File: config.mk
export PLATFORM = sky130hd
export DESIGN_NAME = vga_timing_gen_flat
export DESIGN_NICKNAME = d
export VERILOG_FILES = /design/src/rtl/vga_timing_gen_if.sv /design/src/rtl/vga_timing_gen.sv /design/src/flat_wrapper.sv
export SDC_FILE = /design/constraint.sdc
export NUM_CORES = 1
export LEC_CHECK = 0
export CORE_MARGIN = 4
export CORE_UTILIZATION = 58
export CTS_CLUSTER_SIZE = 10
export DETAILED_ROUTE_END_ITERATION = 16
export GPL_TIMING_DRIVEN = 0
export PLACE_DENSITY = 0.95
export REMOVE_ABC_BUFFERS = 1
export SKIP_LAST_GASP = 1
export SLEW_MARGIN = 20
export SYNTH_ARGS = -nofsm -noshare
export SYNTH_HDL_FRONTEND = slang
export SYNTH_SLANG_ARGS = --single-unit
File: constraint.sdc
create_clock -name clk -period 3.3 [get_ports clk]
set_clock_uncertainty 0.05 [all_clocks]
set_input_delay 0.825 -clock clk [delete_from_list [all_inputs] [get_ports clk]]
set_output_delay 0.825 -clock clk [all_outputs]
set_load 0.03 [all_outputs]
File: src/rtl/vga_timing_gen_if.sv
// Raster timing bus: pixel enable from the consumer, position/sync/strobes from the generator.
interface vga_timing_gen_if #(
  parameter int CNT_W   = 10,
  parameter int FRAME_W = 8
);
  logic               en;
  logic [CNT_W-1:0]   pix_x;
  logic [CNT_W-1:0]   pix_y;
  logic               de;
  logic               hs;
  logic               vs;
  logic               sof;
  logic               eol;
  logic               eof;
  logic [FRAME_W-1:0] frame_cnt;

  modport master (
    input  en,
    output pix_x, pix_y, de, hs, vs, sof, eol, eof, frame_cnt
  );

  modport slave (
    output en,
    input  pix_x, pix_y, de, hs, vs, sof, eol, eof, frame_cnt
  );
endinterface

File: src/rtl/vga_timing_gen.sv
// Parametrised raster timing generator advancing on a pixel-clock enable.
// Position and frame count are registered once; sync/enable/strobes get PIPE_DLY extra stages.
module vga_timing_gen #(
  parameter int   H_DISP   = 640,
  parameter int   H_FRONT  = 16,
  parameter int   H_SYNC   = 96,
  parameter int   H_BACK   = 48,
  parameter int   V_DISP   = 480,
  parameter int   V_FRONT  = 10,
  parameter int   V_SYNC   = 2,
  parameter int   V_BACK   = 33,
  parameter logic HS_POL   = 1'b0,
  parameter logic VS_POL   = 1'b0,
  parameter int   PIPE_DLY = 0,
  parameter int   CNT_W    = 10,
  parameter int   FRAME_W  = 8
) (
  input logic              clk,
  input logic              rst,
  vga_timing_gen_if.master bus
);

  localparam int H_TOTAL = H_DISP + H_FRONT + H_SYNC + H_BACK;
  localparam int V_TOTAL = V_DISP + V_FRONT + V_SYNC + V_BACK;

  // Extended-width bounds so a total of exactly 2^CNT_W still compares correctly.
  localparam logic [CNT_W:0]   H_DISP_C  = (CNT_W+1)'(H_DISP);
  localparam logic [CNT_W:0]   HS_BEG_C  = (CNT_W+1)'(H_DISP + H_FRONT);
  localparam logic [CNT_W:0]   HS_END_C  = (CNT_W+1)'(H_DISP + H_FRONT + H_SYNC);
  localparam logic [CNT_W:0]   V_DISP_C  = (CNT_W+1)'(V_DISP);
  localparam logic [CNT_W:0]   VS_BEG_C  = (CNT_W+1)'(V_DISP + V_FRONT);
  localparam logic [CNT_W:0]   VS_END_C  = (CNT_W+1)'(V_DISP + V_FRONT + V_SYNC);
  localparam logic [CNT_W-1:0] H_LAST_C  = CNT_W'(H_TOTAL - 1);
  localparam logic [CNT_W-1:0] V_LAST_C  = CNT_W'(V_TOTAL - 1);
  localparam logic [CNT_W-1:0] H_DLAST_C = CNT_W'(H_DISP - 1);
  localparam logic [CNT_W-1:0] V_DLAST_C = CNT_W'(V_DISP - 1);

  // Control word order: {de, hs, vs, sof, eol, eof}, hs/vs held at their line level.
  localparam logic [5:0] IDLE_C = {1'b0, ~HS_POL, ~VS_POL, 3'b000};

  logic [CNT_W-1:0]   h_r;
  logic [CNT_W-1:0]   v_r;
  logic [CNT_W-1:0]   pix_x_r;
  logic [CNT_W-1:0]   pix_y_r;
  logic [FRAME_W-1:0] frame_cnt_r;
  logic [5:0]         ctl_r [0:PIPE_DLY];

  logic [CNT_W:0] h_ext_s;
  logic [CNT_W:0] v_ext_s;
  logic           h_last_s;
  logic           v_last_s;
  logic           hs_act_s;
  logic           vs_act_s;
  logic [5:0]     ctl_s;

  // Decode of the current raster position into the undelayed control word.
  always_comb begin
    h_ext_s  = {1'b0, h_r};
    v_ext_s  = {1'b0, v_r};
    h_last_s = (h_r == H_LAST_C);
    v_last_s = (v_r == V_LAST_C);
    hs_act_s = (h_ext_s >= HS_BEG_C) && (h_ext_s < HS_END_C);
    vs_act_s = (v_ext_s >= VS_BEG_C) && (v_ext_s < VS_END_C);
    ctl_s    = {
      (h_ext_s < H_DISP_C) && (v_ext_s < V_DISP_C),
      hs_act_s ? HS_POL : ~HS_POL,
      vs_act_s ? VS_POL : ~VS_POL,
      (h_r == {CNT_W{1'b0}}) && (v_r == {CNT_W{1'b0}}),
      (h_r == H_DLAST_C) && (v_ext_s < V_DISP_C),
      (h_r == H_DLAST_C) && (v_r == V_DLAST_C)
    };
  end

  // Horizontal and vertical raster counters.
  always_ff @(posedge clk or posedge rst) begin
    if (rst) begin
      h_r <= {CNT_W{1'b0}};
      v_r <= {CNT_W{1'b0}};
    end else if (bus.en) begin
      if (h_last_s) begin
        h_r <= {CNT_W{1'b0}};
        v_r <= v_last_s ? {CNT_W{1'b0}} : v_r + CNT_W'(1);
      end else begin
        h_r <= h_r + CNT_W'(1);
      end
    end
  end

  // Undelayed position and frame count registers.
  always_ff @(posedge clk or posedge rst) begin
    if (rst) begin
      pix_x_r     <= {CNT_W{1'b0}};
      pix_y_r     <= {CNT_W{1'b0}};
      frame_cnt_r <= {FRAME_W{1'b0}};
    end else if (bus.en) begin
      pix_x_r <= h_r;
      pix_y_r <= v_r;
      if (h_last_s && v_last_s) begin
        frame_cnt_r <= frame_cnt_r + FRAME_W'(1);
      end
    end
  end

  // Control word register followed by the PIPE_DLY-deep alignment chain.
  always_ff @(posedge clk or posedge rst) begin
    if (rst) begin
      for (int i = 0; i <= PIPE_DLY; i++) begin
        ctl_r[i] <= IDLE_C;
      end
    end else if (bus.en) begin
      ctl_r[0] <= ctl_s;
      for (int i = 1; i <= PIPE_DLY; i++) begin
        ctl_r[i] <= ctl_r[i-1];
      end
    end
  end

  assign bus.pix_x     = pix_x_r;
  assign bus.pix_y     = pix_y_r;
  assign bus.frame_cnt = frame_cnt_r;
  assign {bus.de, bus.hs, bus.vs, bus.sof, bus.eol, bus.eof} = ctl_r[PIPE_DLY];

endmodule

File: src/flat_wrapper.sv
// flat-port wrapper written by rule: the top's interface ports become plain ports
module vga_timing_gen_flat 
#(
  parameter int   H_DISP   = 640,
  parameter int   H_FRONT  = 16,
  parameter int   H_SYNC   = 96,
  parameter int   H_BACK   = 48,
  parameter int   V_DISP   = 480,
  parameter int   V_FRONT  = 10,
  parameter int   V_SYNC   = 2,
  parameter int   V_BACK   = 33,
  parameter logic HS_POL   = 1'b0,
  parameter logic VS_POL   = 1'b0,
  parameter int   PIPE_DLY = 0,
  parameter int   CNT_W    = 10,
  parameter int   FRAME_W  = 8
)
  (clk, rst, bus_en, bus_pix_x, bus_pix_y, bus_de, bus_hs, bus_vs, bus_sof, bus_eol, bus_eof, bus_frame_cnt);
  vga_timing_gen_if #(.CNT_W(CNT_W), .FRAME_W(FRAME_W)) bus_i ();
  input logic clk;
  input logic rst;
  input wire logic [$bits(bus_i.en)-1:0] bus_en;
  output wire logic [$bits(bus_i.pix_x)-1:0] bus_pix_x;
  output wire logic [$bits(bus_i.pix_y)-1:0] bus_pix_y;
  output wire logic [$bits(bus_i.de)-1:0] bus_de;
  output wire logic [$bits(bus_i.hs)-1:0] bus_hs;
  output wire logic [$bits(bus_i.vs)-1:0] bus_vs;
  output wire logic [$bits(bus_i.sof)-1:0] bus_sof;
  output wire logic [$bits(bus_i.eol)-1:0] bus_eol;
  output wire logic [$bits(bus_i.eof)-1:0] bus_eof;
  output wire logic [$bits(bus_i.frame_cnt)-1:0] bus_frame_cnt;
  assign bus_i.en = bus_en;
  assign bus_pix_x = bus_i.pix_x;
  assign bus_pix_y = bus_i.pix_y;
  assign bus_de = bus_i.de;
  assign bus_hs = bus_i.hs;
  assign bus_vs = bus_i.vs;
  assign bus_sof = bus_i.sof;
  assign bus_eol = bus_i.eol;
  assign bus_eof = bus_i.eof;
  assign bus_frame_cnt = bus_i.frame_cnt;
  vga_timing_gen #(.H_DISP(H_DISP), .H_FRONT(H_FRONT), .H_SYNC(H_SYNC), .H_BACK(H_BACK), .V_DISP(V_DISP), .V_FRONT(V_FRONT), .V_SYNC(V_SYNC), .V_BACK(V_BACK), .HS_POL(HS_POL), .VS_POL(VS_POL), .PIPE_DLY(PIPE_DLY), .CNT_W(CNT_W), .FRAME_W(FRAME_W)) u_core (.clk(clk), .rst(rst), .bus(bus_i));
endmodule
Yosys cells after proc, flatten, opt, wreduce, memory -nomap -nowiden
Index checks and enable logic that the tools add are counted.
Widths: inputs -> output; s select.

storage, ports and cells
  flip-flop bits (word level) = 54
  input port bits = 3
  output and inout bits = 34
  word-level logic and storage cells = 34

operators by class
  add/sub/neg operators = 3
  order comparisons = 6
  eq/ne operators = 4
  multiplexer cells = 4
  reductions and logical operators = 11

operator list
  cell                   number
  $eq 10x10->1 const B   3
  $add 10x1->10 const B  2
  $logic_not 10->1       2
  $lt 10x10->1 const B   2
  $lt 10x9->1 const B    2
  $mux 10                2
  $eq 10x9->1 const B    1
  $ge 10x10->1 const B   1
  $ge 10x9->1 const B    1
  $add 8x1->8 const B    1
  $logic_and 1x1->1      7
  $reduce_and 2->1       2
  $mux 1                 2

Logic depth before layout (Yosys ltp)
Gate-level depths: netlist of run 1.

  depth after elaboration = 3
  mapped depth = 7

Worst setup path after synthesis of run 1
Ideal clock, no wire load.

  kind = input to register
  from = in bus_en
  to = reg u_core.frame_cnt_r[5], in the netlist u_core.bus.frame_cnt[5]
  arrival time = 1.903 ns
  required time = 3.117 ns
  path slack = 1.214 ns
  stages on the path = 5
  buffers on the path = 1
  cell sequence = and4_1 buf_4 nand3_4 or4_4 xnor2_2

between the ends
  cells in the longest elaborated chain, start to end = 1

ends and longest elaborated chain
  what                        RTL line              source
  from (decl)                 flat_wrapper.sv:22    input wire logic [$bits(bus_i.en)-1:0] bus_en;
  $reduce_and 2->1 (no line)  n/a
  to (signal assigned)        vga_timing_gen.sv:94  frame_cnt_r <= {FRAME_W{1'b0}};
  to (signal assigned)        vga_timing_gen.sv:99  frame_cnt_r <= frame_cnt_r + FRAME_W'(1);
  to (decl)                   vga_timing_gen.sv:45  logic [FRAME_W-1:0] frame_cnt_r;

Every way passes these cells.
A chain may end at the register's enable or synchronous reset.

Worst setup path after layout of run 1
Same ends and word-level chain as after synthesis.

==> metrics.txt, run 1 <==
Async SR Flop Fraction 100%; Seq/Total Area, Yosys a little over half; Hold WC Path Type reg -> reg; Yosys top cell area share around half; xor/xnor share of the synthesized area 6.50%; Worst path max stage delay just under 0.6 ns; core area between 4000 and 5000 um2; input/output buffers 36; global route overflow 0; Global Route Usage Sum about a fifth; PD cells 517 nW/um2; Final Hold Viols 0; Max-slew headroom approximately half; buffer and inverter count on the worst path 1; die width between 70 and 80 um; die area around 5500 um2; largest net degree at the start of global routing 39; Reg power frac 53.3%; Final ANT Viol Nets 0; largest family of logic cells by synthesized area simple AND/OR/NAND/NOR gates; Pleak 1.32 nW; Int Pwr around 0.0011 W; via/cell ratio 5.91; Post-synth EDFFs 0; deepest clock path buffer count 2; CP Launch Point bus_en; Crit Reg-Reg Startpoint u_core.v_r[1]$_DFFE_PP0P_; Synth top cells by count 52 x dfrtp_1, 22 x mux2_2, 13 x nand2_1; drt wl/cell 15.9 um; TritonCTS clock tree done; final non-filler cell total just over 300; Setup-failing EPs final 0; DP Cell Count 297; synth unique cells 45; CTS Hold Bufs 0; Max Fclk 0.381 GHz; drt first pass iters 4; area taken by multi-input logic gates 1080 um2; CP top delay family simple AND/OR/NAND/NOR gates; post-synthesis simple-gate area fraction approximately 19%; row count 23; Sink Count 54; Slowest-stage cell, CP or4_4; first-pass GRT wire length 8250 um; starting density of the core a little over 60%; P_sw slightly below 0.0005 W; Comb power frac 22.7%; synthesized area ~2500 um2; Synth Warn # 0; RSZ-0062 raised after global routing no; run status complete, no violations; Reg area roughly 1400 um2; worst hold start u_core.bus.frame_cnt[7]$_DFFE_PP0P_; clk_lat worst skew 0.31 ns; drt total wl 4840 um; max-capacitance violation count 0; P&R area growth vs syn 18.2%; Yosys top cell by area dfrtp_1; ranking of synthesized cells by area dfrtp_1 51%, mux2_2 9.7%, xor2_1 3.4%; DRC 0; Worst Tran Pin Value 0.743 ns; initial DRC count approximately 140; Clk pin slew, worst setup/hold paths around 0.09 ns; Main synth FF type dfrtp_1; highest fanout seen on the critical path 38; post-synthesis mux area share 10.5%; Vias 1,804; Design Area, Final between 3000 and 4000 um2; Worst setup SP type input pin; #FFs+latches synth 54; Peak supply drop roughly 400 uV; nets 262; io pins 37; post-CTS setup buffers 0; CTS H-tree depth 2; post-synthesis compound-gate area fraction under 10%; vias in the first global route between 1,500 and 2,000; DP HPWL 3330 um; Final period util between 70% and 80%; data required time of the worst path ~3.5 ns; Antenna Cells 0; WP data arrival between 2 and 3 ns; Cell Area, Placed ~2900 um2; cts repair resizes 0; critical path, cell by cell buf_2 > and4_1 > nand3_4 > or4_4 > xnor2_2; most common cell in the netlist dfrtp_1; Slew Limit Fails 0; post-synthesis adder-cell area fraction under 10%; sw frac 31.4%; Final GP Congestion 0.823; initial antenna violation count 0; Clk Tree Root Cell clkbuf_8; Tmin final approximately 2.6 ns; Synth Instances roughly 220; fraction of layout cells with a size suffix above 1 ~16%; syn_area_per_cell ~11 um2; Crit Path Class in -> reg; Clock power frac 24.0%; fillers 280; CP Capture Type flop; Num CTS Buffers 5; Die Ht approximately 74 um
-- worst paths after layout --
check                                                           end  slack (ns)  cells past startpoint
worst min-delay path            u_core.bus.frame_cnt[7]$_DFFE_PP0P_        0.42                      1
min in group asynchronous                 u_core.v_r[9]$_DFFE_PP0P_        0.83                      2
worst max-delay path            u_core.bus.frame_cnt[5]$_DFFE_PP0P_        0.67                      5
worst max register to register  u_core.bus.frame_cnt[1]$_DFFE_PP0P_        1.03                      6
max in group asynchronous               u_core.ctl_r[3]$_DFFE_PP1P_        1.76                      3
worst min register to register  u_core.bus.frame_cnt[7]$_DFFE_PP0P_        0.42                      1
-- placed cells by master (no fill, tap or decap), drive strengths merged, types with 6 or more instances in the layout --
master,count
mux2,22
nor4,6
clkbuf,7
nor2,12
nand3,13
dfrtp,52
xnor2,8
nand4,7
inv,11
nor3,8
nand2,13
clkdlybuf4s50,35
o21ai,8
xor2,10
-- per-stage QoR --
stage	total power, W	hold slack, ns	TNS (ns)	util (%)	worst slack, ns
after detailed placement	0.00119	0.415	0	70.8	0.341
final	0.00155	0.421	0	73.0	0.673
after global placement	0.00117	0.408	-6.52	70.4	-0.543
after global routing	0.00163	0.461	0	73.0	0.573
after CTS	0.00156	0.427	0	73.0	0.681
after floorplan	0.00105	0.463	0	-	1.11
-- worst register-to-register path, stage by stage (launching register included) --
cell	delay, ns
dfrtp_1	0.46
inv_1	0.13
ha_1	0.14
nor2b_1	0.17
nand3_1	0.38
nor2_1	0.43
mux2_2	0.38
-- logic make-up (layout without fill, tap and decap cells) --
kind of cell,Yosys count,after routing
muxes,24,24
and+or+nand+nor,82,82
adders and majority gates,5,5
buffers and inverters,23,56
xor gates and xnor gates,18,18
AOI/OAI and AO/OA,16,16
DFF,54,54
-- power groups by stage --
stage                     clock, W  sequential [W]  combinational, W
final                     0.000373        0.000828          0.000352
after global routing      0.000402        0.000842          0.000384
after CTS                 0.000382        0.000827          0.000356
after detailed placement         0        0.000839          0.000350
after global placement           0        0.000837          0.000338
after floorplan                  0        0.000895          0.000157
-- layout make-up --
| cell class | instances | area share, % |
|---|---|---|
| clock buffers | 7 | 2.87 |
| well taps | 50 | 2.08 |
| flip-flops and latches | 54 | 45.1 |
| multi-input cells | 145 | 35.9 |
| repair buffers | 37 | 12.5 |
| clock inverters | 1 | 0.167 |
| inverters | 11 | 1.37 |
-- registers in the layout (all words and copies together), names as in the netlist --
signal,count
u_core.bus.frame_cnt,8
u_core.bus.pix_x,10
u_core.bus.pix_y,10
u_core.ctl_r,6
u_core.h_r,10
u_core.v_r,10
-- routing by layer --
layer | global-route usage (%) | wire length [um]
met2 | 30.6 | 2350
met3 | 5.41 | 229
met5 | 0 | 0
met4 | 7.04 | 99
met1 | 26.8 | 2160
Note: power is estimated with default switching activity, not from simulation.
==> run 2: changes to the inputs <==
--- a/config.mk
+++ b/config.mk
@@ -6,11 +6,11 @@
 export NUM_CORES = 1
 export LEC_CHECK = 0
 export CORE_MARGIN = 4
-export CORE_UTILIZATION = 58
+export CORE_UTILIZATION = 48
 export CTS_CLUSTER_SIZE = 10
 export DETAILED_ROUTE_END_ITERATION = 16
 export GPL_TIMING_DRIVEN = 0
-export PLACE_DENSITY = 0.95
+export PLACE_DENSITY = 0.87
 export REMOVE_ABC_BUFFERS = 1
 export SKIP_LAST_GASP = 1
 export SLEW_MARGIN = 20
==> constraint.sdc (replaced) <==
create_clock -name clk -period 2.37 [get_ports clk]
set_clock_uncertainty 0.05 [all_clocks]
set_input_delay 0.5925 -clock clk [delete_from_list [all_inputs] [get_ports clk]]
set_output_delay 0.5925 -clock clk [all_outputs]
set_load 0.03 [all_outputs]
==> metrics.txt, run 2 (synthesis results as in run 1) <==
Final GP Congestion 0.800 (was 0.823); initial DRC count 118 (was 137); die width 80.8 um (was 74.2 um); Setup-failing EPs final 0 (unchanged); Clock power frac 26.7% (was 24.0%); CP Capture Type flop (unchanged); Final period util 93.4%; DP HPWL 3520 um (was 3330 um); die area 6520 um2 (was 5500 um2); Crit Path Class reg -> reg (was in -> reg); Worst Tran Pin Value 0.616 ns (was 0.743 ns); starting density of the core 49.8% (was 61.8%); Final Hold Viols 0 (unchanged); Peak supply drop 485 uV (was 398 uV); Sink Count 54 (unchanged); row count 26 (was 23); vias in the first global route 1,735 (was 1,721); Num CTS Buffers 5 (unchanged); Vias 1,799 (was 1,804); Sum Neg Setup Slack 0 ns (unchanged); initial antenna violation count 0 (unchanged); CTS H-tree depth 2 (unchanged); drt first pass iters 4 (unchanged); fraction of layout cells with a size suffix above 1 17.3% (was 16.5%); clk_lat worst skew 0.31 ns (about the same); drt total wl 5000 um (was 4840 um); Hold Slack 0.426 ns (was 0.421 ns); post-CTS setup buffers 0 (unchanged); Reg power frac 51.2% (was 53.3%); Clk pin slew, worst setup/hold paths 0.09 ns (about the same); PD cells 741 nW/um2 (was 517 nW/um2); deepest clock path buffer count 2 (unchanged); P&R area growth vs syn 20.1% (was 18.2%); Int Pwr 0.00156 W (was 0.00106 W); Final ANT Viol Nets 0 (unchanged); first-pass GRT wire length 8380 um (was 8250 um); nets 262 (unchanged); TritonCTS clock tree done (unchanged); max-capacitance violation count 0 (unchanged); run status complete, no violations (unchanged); Pleak 1.33 nW (was 1.32 nW); Comb power frac 22.0% (was 22.7%); drt wl/cell 15.4 um (was 15.9 um); Die Ht 80.8 um (was 74.2 um); Hold WC Path Type reg -> reg (unchanged); Tmin final between 2 and 2.5 ns; largest net degree at the start of global routing 39 (unchanged); most common cell after layout, fill and taps aside dfrtp_1 (unchanged); Max-slew headroom 58.7% (was 50.5%); sw frac 31.1% (was 31.4%); P_sw 0.000703 W (was 0.000488 W); input/output buffers 36 (unchanged); via/cell ratio 5.54 (was 5.91); DRC 0 (unchanged); data required time of the worst path 2.52 ns (was 3.45 ns); core area 5110 um2 (was 4120 um2); highest fanout seen on the critical path 12 (was 38); Antenna Cells 0 (unchanged); Max Fclk between 0.4 and 0.5 GHz; WP data arrival 2.37 ns (was 2.77 ns); Worst setup SP type flop (was input pin); Slew Limit Fails 0 (unchanged); Clk Tree Root Cell clkbuf_8 (unchanged); Global Route Usage Sum 16.7% (was 19.7%); RSZ-0062 raised after global routing no (unchanged); global route overflow 0 (unchanged); io pins 37 (unchanged); highest-count cells in the layout ignoring fill and taps 52 x dfrtp_1, 35 x clkdlybuf4s50_1, 22 x mux2_2 (unchanged)
==> run 2: cell count changes in the layout (fill, tap and decap cells not counted), sizes merged <==
cell,previous run,this run
buf,2,1
bufinv,0,1
clkbuf,7,6
clkinv,1,2
==> run 2: metrics by stage <==
stage	std cells	power, W	instance area, um2	setup slack (ns)	utilization, %
after floorplan	210	0.00146	2470	0.416	-
after global placement	316	0.00164	2920	-1.26	57.2
after detailed placement	317	0.00167	2940	-0.327	57.5
after CTS	325	0.00229	3050	0.00352	59.7
after global routing	325	0.00237	3050	0.0327	59.8
final	325	0.00226	3050	0.157	59.8
==> run 2: what timing repair did <==
item / in CTS / in global routing
hold buffers: 0 / 0
setup endpoints to repair: 0 / 3
resized for setup: 0 / 2
==> run 2: path summary, 6_finish.rpt <==
check,from,to,slack [ns],cells after the start
worst max-delay path,u_core.v_r[0]$_DFFE_PP0P_,u_core.bus.frame_cnt[5]$_DFFE_PP0P_,0.16,6
worst min-delay path,u_core.bus.frame_cnt[7]$_DFFE_PP0P_,u_core.bus.frame_cnt[7]$_DFFE_PP0P_,0.43,1
worst max register to register,u_core.v_r[0]$_DFFE_PP0P_,u_core.bus.frame_cnt[5]$_DFFE_PP0P_,0.16,6
worst min register to register,u_core.bus.frame_cnt[7]$_DFFE_PP0P_,u_core.bus.frame_cnt[7]$_DFFE_PP0P_,0.43,1
max in group asynchronous,rst,u_core.v_r[0]$_DFFE_PP0P_,1.17,3
min in group asynchronous,rst,u_core.ctl_r[1]$_DFFE_PP0P_,0.57,2
==> run 2: power by group through the flow <==
stage	logic, W	registers, W	clock network, W
after CTS	0.000507	0.00116	0.000622
final	0.000499	0.00116	0.000605
after floorplan	0.000218	0.00125	0
after global placement	0.000472	0.00117	0
after detailed placement	0.000499	0.00117	0
after global routing	0.000537	0.00118	0.000654
==> run 2: layer usage <==
metal	wire length [um]	share of wire [%]	vias up	track usage (%)
met5	0	0	-	0
met1	2260	45	899	22.5
met4	93	1.9	0	7.09
met3	191	3.8	9	3.66
li1	-	-	845	-
met2	2450	49	46	26.3
==> run 2: cell type report <==
| class | count | area, um2 |
|---|---|---|
| multi-input combinational | 145 | 1080 |
| timing repair buffer | 37 | 378 |
| inverter | 11 | 41.3 |
| fill | 446 | 2060 |
| tap | 70 | 87.6 |
| sequential | 54 | 1350 |
| clock inverter | 3 | 40.0 |
| clock buffer | 5 | 68.8 |
==> run 2: worst max-delay path, cell delays in order, from the launching register on <==
cell     delay, ns
dfrtp_1       0.44
inv_1         0.12
ha_1          0.14
nor2b_1       0.18
nand3_1       0.38
or4_4         0.65
xnor2_2       0.14
